File: src/rtl/fsa_colscan_pkg.sv
// Shared definitions for the column-record scanner: FSM encoding and the
// default read latency of the column-record RAM banks.
package fsa_colscan_pkg;

  localparam int unsigned C_RD_LAT_DEF = 3;

  typedef enum logic [1:0] {
    ST_IDLE  = 2'd0,
    ST_SCAN  = 2'd1,
    ST_DRAIN = 2'd2,
    ST_DONE  = 2'd3
  } state_t;

endpackage

File: src/rtl/fsa_colscan_if.sv
// Column-record read bus plus result handshake of the column scanner.
// master = scanner side, slave = RAM banks / result consumer side.
interface fsa_colscan_if #(
  parameter int unsigned C_IMG_HW = 12,
  parameter int unsigned C_IMG_WW = 12,
  parameter int unsigned BR_NUM   = 4,
  parameter int unsigned BR_AW    = 12
);

  logic                rd_en;
  logic [BR_NUM-1:0]   rd_sel;
  logic [BR_AW-1:0]    rd_addr;
  logic                rd_val_outer;
  logic                rd_val_inner;
  logic [C_IMG_HW-1:0] rd_top_outer;
  logic [C_IMG_HW-1:0] rd_bot_outer;
  logic [C_IMG_HW-1:0] rd_top_inner;
  logic [C_IMG_HW-1:0] rd_bot_inner;

  logic                m_valid;
  logic                m_ready;
  logic                res_found_outer;
  logic                res_found_inner;
  logic [C_IMG_WW-1:0] res_left;
  logic [C_IMG_WW-1:0] res_right;
  logic [C_IMG_HW-1:0] res_top_outer;
  logic [C_IMG_HW-1:0] res_bot_outer;
  logic [C_IMG_HW-1:0] res_top_inner;
  logic [C_IMG_HW-1:0] res_bot_inner;

  modport master (
    output rd_en, rd_sel, rd_addr,
    input  rd_val_outer, rd_val_inner,
    input  rd_top_outer, rd_bot_outer, rd_top_inner, rd_bot_inner,
    output m_valid,
    input  m_ready,
    output res_found_outer, res_found_inner, res_left, res_right,
    output res_top_outer, res_bot_outer, res_top_inner, res_bot_inner
  );

  modport slave (
    input  rd_en, rd_sel, rd_addr,
    output rd_val_outer, rd_val_inner,
    output rd_top_outer, rd_bot_outer, rd_top_inner, rd_bot_inner,
    input  m_valid,
    output m_ready,
    input  res_found_outer, res_found_inner, res_left, res_right,
    input  res_top_outer, res_bot_outer, res_top_inner, res_bot_inner
  );

endinterface

File: src/rtl/fsa_minmax_acc.sv
// Bounding accumulator: remembers first/last valid column and the
// min top / max bottom row over all valid columns since the last clear.
module fsa_minmax_acc #(
  parameter int unsigned C_IMG_HW = 12,
  parameter int unsigned C_IMG_WW = 12
) (
  input  logic                clk,
  input  logic                reset,
  input  logic                clr,
  input  logic                en,
  input  logic [C_IMG_WW-1:0] col,
  input  logic [C_IMG_HW-1:0] in_top,
  input  logic [C_IMG_HW-1:0] in_bot,
  output logic                found,
  output logic [C_IMG_WW-1:0] left,
  output logic [C_IMG_WW-1:0] right,
  output logic [C_IMG_HW-1:0] top_min,
  output logic [C_IMG_HW-1:0] bot_max
);

  // First valid column seeds all fields; later ones extend the bounds.
  always_ff @(posedge clk or posedge reset) begin
    if (reset) begin
      found   <= 1'b0;
      left    <= '0;
      right   <= '0;
      top_min <= '0;
      bot_max <= '0;
    end else if (clr) begin
      found   <= 1'b0;
      left    <= '0;
      right   <= '0;
      top_min <= '0;
      bot_max <= '0;
    end else if (en) begin
      right <= col;
      if (!found) begin
        found   <= 1'b1;
        left    <= col;
        top_min <= in_top;
        bot_max <= in_bot;
      end else begin
        if (in_top < top_min) top_min <= in_top;
        if (in_bot > bot_max) bot_max <= in_bot;
      end
    end
  end

endmodule

File: src/rtl/fsa_colscan.sv
// Column scanner: walks a column window of one record bank, accumulates the
// outer and inner bounding boxes, and presents them on a valid/ready port.
module fsa_colscan
  import fsa_colscan_pkg::*;
#(
  parameter int unsigned C_IMG_HW = 12,
  parameter int unsigned C_IMG_WW = 12,
  parameter int unsigned BR_NUM   = 4,
  parameter int unsigned BR_AW    = 12,
  parameter int unsigned C_RD_LAT = C_RD_LAT_DEF
) (
  input  logic                clk,
  input  logic                reset,
  input  logic                sof,
  input  logic [BR_NUM-1:0]   rd_bmp,
  input  logic [C_IMG_WW-1:0] width,
  input  logic [C_IMG_WW-1:0] win_left,
  input  logic [C_IMG_WW-1:0] win_width,
  output logic                busy,
  output logic [7:0]          drop_cnt,
  fsa_colscan_if.master       bus
);

  localparam int unsigned CW = $clog2(C_RD_LAT + 1);

  state_t                          state, state_nxt;
  logic [BR_NUM-1:0]               bmp_q;
  logic [C_IMG_WW-1:0]             x_q;
  logic [C_IMG_WW:0]               xe_q;
  logic [CW-1:0]                   drain_cnt;
  logic [C_IMG_WW:0]               xe_win, xe_img, xe_sel;
  logic                            skip, start;
  logic [C_RD_LAT-1:0]             sr_vld;
  logic [C_RD_LAT-1:0][BR_AW-1:0]  sr_addr;
  logic                            consume;
  logic [C_IMG_WW-1:0]             consume_col;
  logic [C_IMG_WW-1:0]             inner_left_unused, inner_right_unused;

  // Window end clipped to the image, one extra bit so the sum cannot wrap.
  always_comb begin
    xe_win = {1'b0, win_left} + {1'b0, win_width} - (C_IMG_WW + 1)'(1);
    xe_img = {1'b0, width} - (C_IMG_WW + 1)'(1);
    xe_sel = (xe_win < xe_img) ? xe_win : xe_img;
    skip   = (win_width == '0) || (win_left >= width);
    start  = (state == ST_IDLE) && sof;
  end

  // State register.
  always_ff @(posedge clk or posedge reset) begin
    if (reset) state <= ST_IDLE;
    else       state <= state_nxt;
  end

  // Next-state logic and bus outputs decoded from the current state.
  always_comb begin
    state_nxt   = state;
    bus.rd_en   = 1'b0;
    bus.rd_sel  = '0;
    bus.rd_addr = '0;
    bus.m_valid = 1'b0;
    busy        = (state != ST_IDLE);
    unique case (state)
      ST_IDLE:  if (sof) state_nxt = skip ? ST_DONE : ST_SCAN;
      ST_SCAN: begin
        bus.rd_en   = 1'b1;
        bus.rd_sel  = bmp_q;
        bus.rd_addr = BR_AW'(x_q);
        if ({1'b0, x_q} == xe_q) state_nxt = ST_DRAIN;
      end
      ST_DRAIN: begin
        bus.rd_sel = bmp_q;
        if (drain_cnt == CW'(C_RD_LAT - 1)) state_nxt = ST_DONE;
      end
      ST_DONE: begin
        bus.m_valid = 1'b1;
        if (bus.m_ready) state_nxt = ST_IDLE;
      end
      default:  state_nxt = ST_IDLE;
    endcase
  end

  // Scan context captured on an accepted sof; column pointer and drain timer.
  always_ff @(posedge clk or posedge reset) begin
    if (reset) begin
      bmp_q     <= '0;
      x_q       <= '0;
      xe_q      <= '0;
      drain_cnt <= '0;
    end else if (start) begin
      bmp_q     <= rd_bmp;
      x_q       <= win_left;
      xe_q      <= xe_sel;
      drain_cnt <= '0;
    end else if (state == ST_SCAN) begin
      x_q <= x_q + C_IMG_WW'(1);
    end else if (state == ST_DRAIN) begin
      drain_cnt <= drain_cnt + CW'(1);
    end
  end

  // sof pulses seen while busy are dropped and counted, saturating.
  always_ff @(posedge clk or posedge reset) begin
    if (reset)                                drop_cnt <= '0;
    else if (sof && busy && drop_cnt != 8'hFF) drop_cnt <= drop_cnt + 8'd1;
  end

  // Delay line aligning each issued read with its returned record.
  always_ff @(posedge clk or posedge reset) begin
    if (reset) begin
      sr_vld  <= '0;
      sr_addr <= '0;
    end else begin
      sr_vld[0]  <= bus.rd_en;
      sr_addr[0] <= bus.rd_addr;
      for (int unsigned i = 1; i < C_RD_LAT; i++) begin
        sr_vld[i]  <= sr_vld[i-1];
        sr_addr[i] <= sr_addr[i-1];
      end
    end
  end

  assign consume     = sr_vld[C_RD_LAT-1];
  assign consume_col = C_IMG_WW'(sr_addr[C_RD_LAT-1]);

  fsa_minmax_acc #(.C_IMG_HW(C_IMG_HW), .C_IMG_WW(C_IMG_WW)) u_acc_outer (
    .clk     (clk),
    .reset   (reset),
    .clr     (start),
    .en      (consume && bus.rd_val_outer),
    .col     (consume_col),
    .in_top  (bus.rd_top_outer),
    .in_bot  (bus.rd_bot_outer),
    .found   (bus.res_found_outer),
    .left    (bus.res_left),
    .right   (bus.res_right),
    .top_min (bus.res_top_outer),
    .bot_max (bus.res_bot_outer)
  );

  fsa_minmax_acc #(.C_IMG_HW(C_IMG_HW), .C_IMG_WW(C_IMG_WW)) u_acc_inner (
    .clk     (clk),
    .reset   (reset),
    .clr     (start),
    .en      (consume && bus.rd_val_inner),
    .col     (consume_col),
    .in_top  (bus.rd_top_inner),
    .in_bot  (bus.rd_bot_inner),
    .found   (bus.res_found_inner),
    .left    (inner_left_unused),
    .right   (inner_right_unused),
    .top_min (bus.res_top_inner),
    .bot_max (bus.res_bot_inner)
  );

endmodule

File: src/flat_wrapper.sv
// flat-port wrapper written by rule: the top's interface ports become plain ports
module fsa_colscan_flat import fsa_colscan_pkg::*;
#(
  parameter int unsigned C_IMG_HW = 12,
  parameter int unsigned C_IMG_WW = 12,
  parameter int unsigned BR_NUM   = 4,
  parameter int unsigned BR_AW    = 12,
  parameter int unsigned C_RD_LAT = C_RD_LAT_DEF
)
  (clk, reset, sof, rd_bmp, width, win_left, win_width, busy, drop_cnt, bus_rd_en, bus_rd_sel, bus_rd_addr, bus_rd_val_outer, bus_rd_val_inner, bus_rd_top_outer, bus_rd_bot_outer, bus_rd_top_inner, bus_rd_bot_inner, bus_m_valid, bus_m_ready, bus_res_found_outer, bus_res_found_inner, bus_res_left, bus_res_right, bus_res_top_outer, bus_res_bot_outer, bus_res_top_inner, bus_res_bot_inner);
  fsa_colscan_if #(.C_IMG_HW(C_IMG_HW), .C_IMG_WW(C_IMG_WW), .BR_NUM(BR_NUM), .BR_AW(BR_AW)) bus_i ();
  input  logic clk;
  input  logic reset;
  input  logic sof;
  input  logic [BR_NUM-1:0] rd_bmp;
  input  logic [C_IMG_WW-1:0] width;
  input  logic [C_IMG_WW-1:0] win_left;
  input  logic [C_IMG_WW-1:0] win_width;
  output logic busy;
  output logic [7:0] drop_cnt;
  output wire logic [$bits(bus_i.rd_en)-1:0] bus_rd_en;
  output wire logic [$bits(bus_i.rd_sel)-1:0] bus_rd_sel;
  output wire logic [$bits(bus_i.rd_addr)-1:0] bus_rd_addr;
  input wire logic [$bits(bus_i.rd_val_outer)-1:0] bus_rd_val_outer;
  input wire logic [$bits(bus_i.rd_val_inner)-1:0] bus_rd_val_inner;
  input wire logic [$bits(bus_i.rd_top_outer)-1:0] bus_rd_top_outer;
  input wire logic [$bits(bus_i.rd_bot_outer)-1:0] bus_rd_bot_outer;
  input wire logic [$bits(bus_i.rd_top_inner)-1:0] bus_rd_top_inner;
  input wire logic [$bits(bus_i.rd_bot_inner)-1:0] bus_rd_bot_inner;
  output wire logic [$bits(bus_i.m_valid)-1:0] bus_m_valid;
  input wire logic [$bits(bus_i.m_ready)-1:0] bus_m_ready;
  output wire logic [$bits(bus_i.res_found_outer)-1:0] bus_res_found_outer;
  output wire logic [$bits(bus_i.res_found_inner)-1:0] bus_res_found_inner;
  output wire logic [$bits(bus_i.res_left)-1:0] bus_res_left;
  output wire logic [$bits(bus_i.res_right)-1:0] bus_res_right;
  output wire logic [$bits(bus_i.res_top_outer)-1:0] bus_res_top_outer;
  output wire logic [$bits(bus_i.res_bot_outer)-1:0] bus_res_bot_outer;
  output wire logic [$bits(bus_i.res_top_inner)-1:0] bus_res_top_inner;
  output wire logic [$bits(bus_i.res_bot_inner)-1:0] bus_res_bot_inner;
  assign bus_rd_en = bus_i.rd_en;
  assign bus_rd_sel = bus_i.rd_sel;
  assign bus_rd_addr = bus_i.rd_addr;
  assign bus_i.rd_val_outer = bus_rd_val_outer;
  assign bus_i.rd_val_inner = bus_rd_val_inner;
  assign bus_i.rd_top_outer = bus_rd_top_outer;
  assign bus_i.rd_bot_outer = bus_rd_bot_outer;
  assign bus_i.rd_top_inner = bus_rd_top_inner;
  assign bus_i.rd_bot_inner = bus_rd_bot_inner;
  assign bus_m_valid = bus_i.m_valid;
  assign bus_i.m_ready = bus_m_ready;
  assign bus_res_found_outer = bus_i.res_found_outer;
  assign bus_res_found_inner = bus_i.res_found_inner;
  assign bus_res_left = bus_i.res_left;
  assign bus_res_right = bus_i.res_right;
  assign bus_res_top_outer = bus_i.res_top_outer;
  assign bus_res_bot_outer = bus_i.res_bot_outer;
  assign bus_res_top_inner = bus_i.res_top_inner;
  assign bus_res_bot_inner = bus_i.res_bot_inner;
  fsa_colscan #(.C_IMG_HW(C_IMG_HW), .C_IMG_WW(C_IMG_WW), .BR_NUM(BR_NUM), .BR_AW(BR_AW), .C_RD_LAT(C_RD_LAT)) u_core (.clk(clk), .reset(reset), .sof(sof), .rd_bmp(rd_bmp), .width(width), .win_left(win_left), .win_width(win_width), .busy(busy), .drop_cnt(drop_cnt), .bus(bus_i));
endmodule
File: config.mk
export PLATFORM = sky130hd
export DESIGN_NAME = fsa_colscan_flat
export DESIGN_NICKNAME = d
export VERILOG_FILES = /design/src/rtl/fsa_colscan_pkg.sv /design/src/rtl/fsa_colscan_if.sv /design/src/rtl/fsa_minmax_acc.sv /design/src/rtl/fsa_colscan.sv /design/src/flat_wrapper.sv
export SDC_FILE = /design/constraint.sdc
export NUM_CORES = 1
export LEC_CHECK = 0
export CORE_MARGIN = 4
export CORE_UTILIZATION = 40
export CTS_CLUSTER_DIAMETER = 200
export CTS_CLUSTER_SIZE = 28
export DETAILED_ROUTE_END_ITERATION = 10
export GPL_TIMING_DRIVEN = 0
export SYNTH_ARGS = -nofsm -noshare
export SYNTH_HDL_FRONTEND = slang
export SYNTH_HIERARCHICAL = 1
export SYNTH_SLANG_ARGS = --single-unit
export TNS_END_PERCENT = 20
File: constraint.sdc
create_clock -name clk -period 7.6 [get_ports clk]
set_clock_uncertainty 0.05 [all_clocks]
set_input_delay 1.52 -clock clk [delete_from_list [all_inputs] [get_ports clk]]
set_output_delay 1.52 -clock clk [all_outputs]
set_load 0.005 [all_outputs]
==> summary.txt <==
CRITICAL PATH
--------------------------------------------------------------------------------
CP arrival ........................................................      5.57 ns
Crit start category ...............................................   input port
Crit path required time ...........................................      7.83 ns
Sort of element at the end of the critical path ...................     register
Worst setup path class ............................................       in2reg
Max FO, Critical Path .............................................           10

FLOW RUN
--------------------------------------------------------------------------------
Max-cap violations ................................................            0

FLOORPLAN
--------------------------------------------------------------------------------
Die footprint .....................................................    27900 µm²
Starting density of the core ......................................        41.1%
X dimension of the die ............................................       167 µm
Count of standard-cell rows .......................................           57
I/O pin count .....................................................          195
Placeable core region .............................................    24600 µm²
Vertical die dimension ............................................       167 µm

TIMING
--------------------------------------------------------------------------------
Worst Setup Slack, final ..........................................      2.26 ns
Fraction of the cycle the final worst path needs ..................        70.2%
Setup violators final .............................................            0
Pin slew with the least headroom to its limit .....................      1.07 ns
Setup total negative slack ........................................         0 ns
Achievable frequency ..............................................      187 MHz
Worst hold slack across all endpoints .............................     0.292 ns
Max-slew headroom .................................................        28.7%
Pins over their slew limit ........................................            0
Hold Violations, Final ............................................            0
Minimum period implied by the final worst setup slack .............      5.34 ns
Setup repair after global routing missed its margin ...............           no

HOLD PATH
--------------------------------------------------------------------------------
Hold WC Path Type .................................................      reg2reg

CLOCK NETWORK
--------------------------------------------------------------------------------
Resized cells post-CTS ............................................            0
Post-CTS Hold Fix Bufs ............................................            0
Post-CTS setup-driven buffer insertion count ......................            0
Clock Sinks .......................................................          154
Root Buffer .......................................................    clkbuf_16
CTS clock-pin slew for the worst setup and hold paths .............      0.07 ns
Buffer depth of the longest clock path ............................            2
Clock buffer count from CTS .......................................           17
H-tree levels .....................................................            4
Clock tree from TritonCTS .........................................          yes
Latest clock arrival within the worst-skew pair ...................      0.42 ns

ROUTING
--------------------------------------------------------------------------------
Routed WL per cell ................................................      16.5 µm
Post-detailed-routing wire length .................................     27800 µm
Total vias in the final route .....................................         8694
Drt drc ...........................................................            0
Total iterations of the first detailed-routing run ................            7
Number of antenna-violating nets in the routed design .............            0
Number of DRC violations after detailed-routing iteration 0 .......          716
Via count normalized by instance count ............................         5.17

LOGIC SYNTHESIS
--------------------------------------------------------------------------------
Total standard cell area after synthesis ..........................    10100 µm²
Synthesized netlist net count .....................................         1326
Yosys warns .......................................................            6
Post-synthesis average cell area ..................................     8.95 µm²
Number of instances in the synthesized netlist ....................         1129

LAYOUT
--------------------------------------------------------------------------------
Net count, final ..................................................         1541
Diode insertion count for antenna repair ..........................            0
Footprint of the flip-flops and latches ...........................     3850 µm²
P&R area growth vs syn ............................................        29.8%
Multi-input gate area .............................................     5520 µm²
Fraction of final layout cells with drive strength greater than 1 .        5.97%
Filler Cells Inserted .............................................         2317

GRT
--------------------------------------------------------------------------------
First-pass GRT wire length ........................................     45000 µm
Antenna violations before repair ..................................            0
GRT Residual Overflow .............................................            0
Via count of the first global-routing pass ........................         8717
Global-route usage over all layers ................................        19.7%
Pin count of the biggest net entering global routing ..............           64

POWER
--------------------------------------------------------------------------------
VDD IR max ........................................................     0.155 mV
Total Power Consumption ...........................................      4680 µW
Leakage power of the design .......................................   0.00596 µW
Pwr per Cell Area .................................................   357 nW/µm²

RUN STATUS
--------------------------------------------------------------------------------
Outcome ........................................................... finished clean

PLACE
--------------------------------------------------------------------------------
Count of input and output buffers .................................          194
Worst slack, placed ...............................................      1.80 ns
Placed wire-length estimate .......................................     21800 µm
Routability-driven placement congestion ratio .....................        0.979

==> cell type report <==
class	count	area share, %
flip-flops and latches	154	29.4
clock inverters	15	1.47
repair buffers	196	15.2
well taps	324	3.09
multi-input cells	799	42.1
plain buffers	55	2.13
clock buffers	17	3.24
inverters	121	3.48
==> worst max-delay path: stages <==
cell and delay, ns:
clkdlybuf4s50_1 0.55, inv_1 0.06, ha_1 0.28, inv_1 0.06
ha_1 0.29, a21oi_1 0.26, o2111ai_1 0.26, a211o_1 0.33
a21oi_1 0.18, xnor2_1 0.12, ha_1 0.31, nand2_1 0.07
nor2_1 0.15, nand2_1 0.07, o21ai_1 0.27, clkbuf_1 0.39
mux2i_1 0.29, o21ai_0 0.10
==> power breakdown <==
group          total (µW)  switching (µW)  internal, µW
combinational        2370            1160          1210
clock                 888             383           504
sequential           1420             245          1180
==> routing by layer <==
layer  part of all wire (%)  wire length [µm]  GRT usage, %  up-vias
met5                      0                 0             0        -
met4                    1.4               403          5.55        0
met3                    4.9              1360          3.41       24
met2                     48             13500          33.3      246
met1                     45             12600          26.1     4108
li1                       -                 -             -     4316
==> sequential cells by signal (all words and copies together), names as in the netlist, 3 cells and up <==
name,flops
u_core/drop_cnt,8
u_core/bmp_q,4
u_core/consume_col,12
u_core/sr_addr,24
u_core/u_acc_outer/right,12
u_core/u_acc_inner/bot_max,12
u_core/u_acc_outer/bot_max,12
u_core/xe_q,13
u_core/x_q,12
u_core/u_acc_inner/top_min,12
u_core/u_acc_outer/left,12
u_core/u_acc_outer/top_min,12
u_core/sr_vld,3
==> metrics by stage <==
step                util, %  std cells  instance area [µm²]
floorplan                 -       1129                10100
global placement       50.6       1647                12500
detailed placement     50.8       1649                12500
CTS                    53.3       1681                13100
global route           53.3       1681                13100
finish                 53.3       1681                13100
==> cell usage in the layout (no fill, tap or decap), types with 41 or more instances in the layout <==
cell type,instances
a21oi_1,54
a31oi_1,52
clkdlybuf4s50_1,194
dfrtp_1,154
ha_1,102
inv_1,119
nand2_1,66
nand2b_1,53
nand3_1,41
nor2_1,105
o21ai_0,45
==> worst paths after layout <==
path,end,slack [ns],start,cells after the start
max reg2reg,u_core/u_acc_outer/right[11],4.67,u_core/state[0],9
min reg2reg,u_core/consume_col[6],0.29,u_core/sr_addr[18],0
min,u_core/consume_col[6],0.29,u_core/sr_addr[18],0
max,u_core/xe_q[7],2.26,win_left[2],18
max in group asynchronous,u_core/u_acc_inner/top_min[11],5.10,reset,2
min in group asynchronous,u_core/drop_cnt[1],1.41,reset,2
Note: power is estimated with default switching activity, not from simulation.
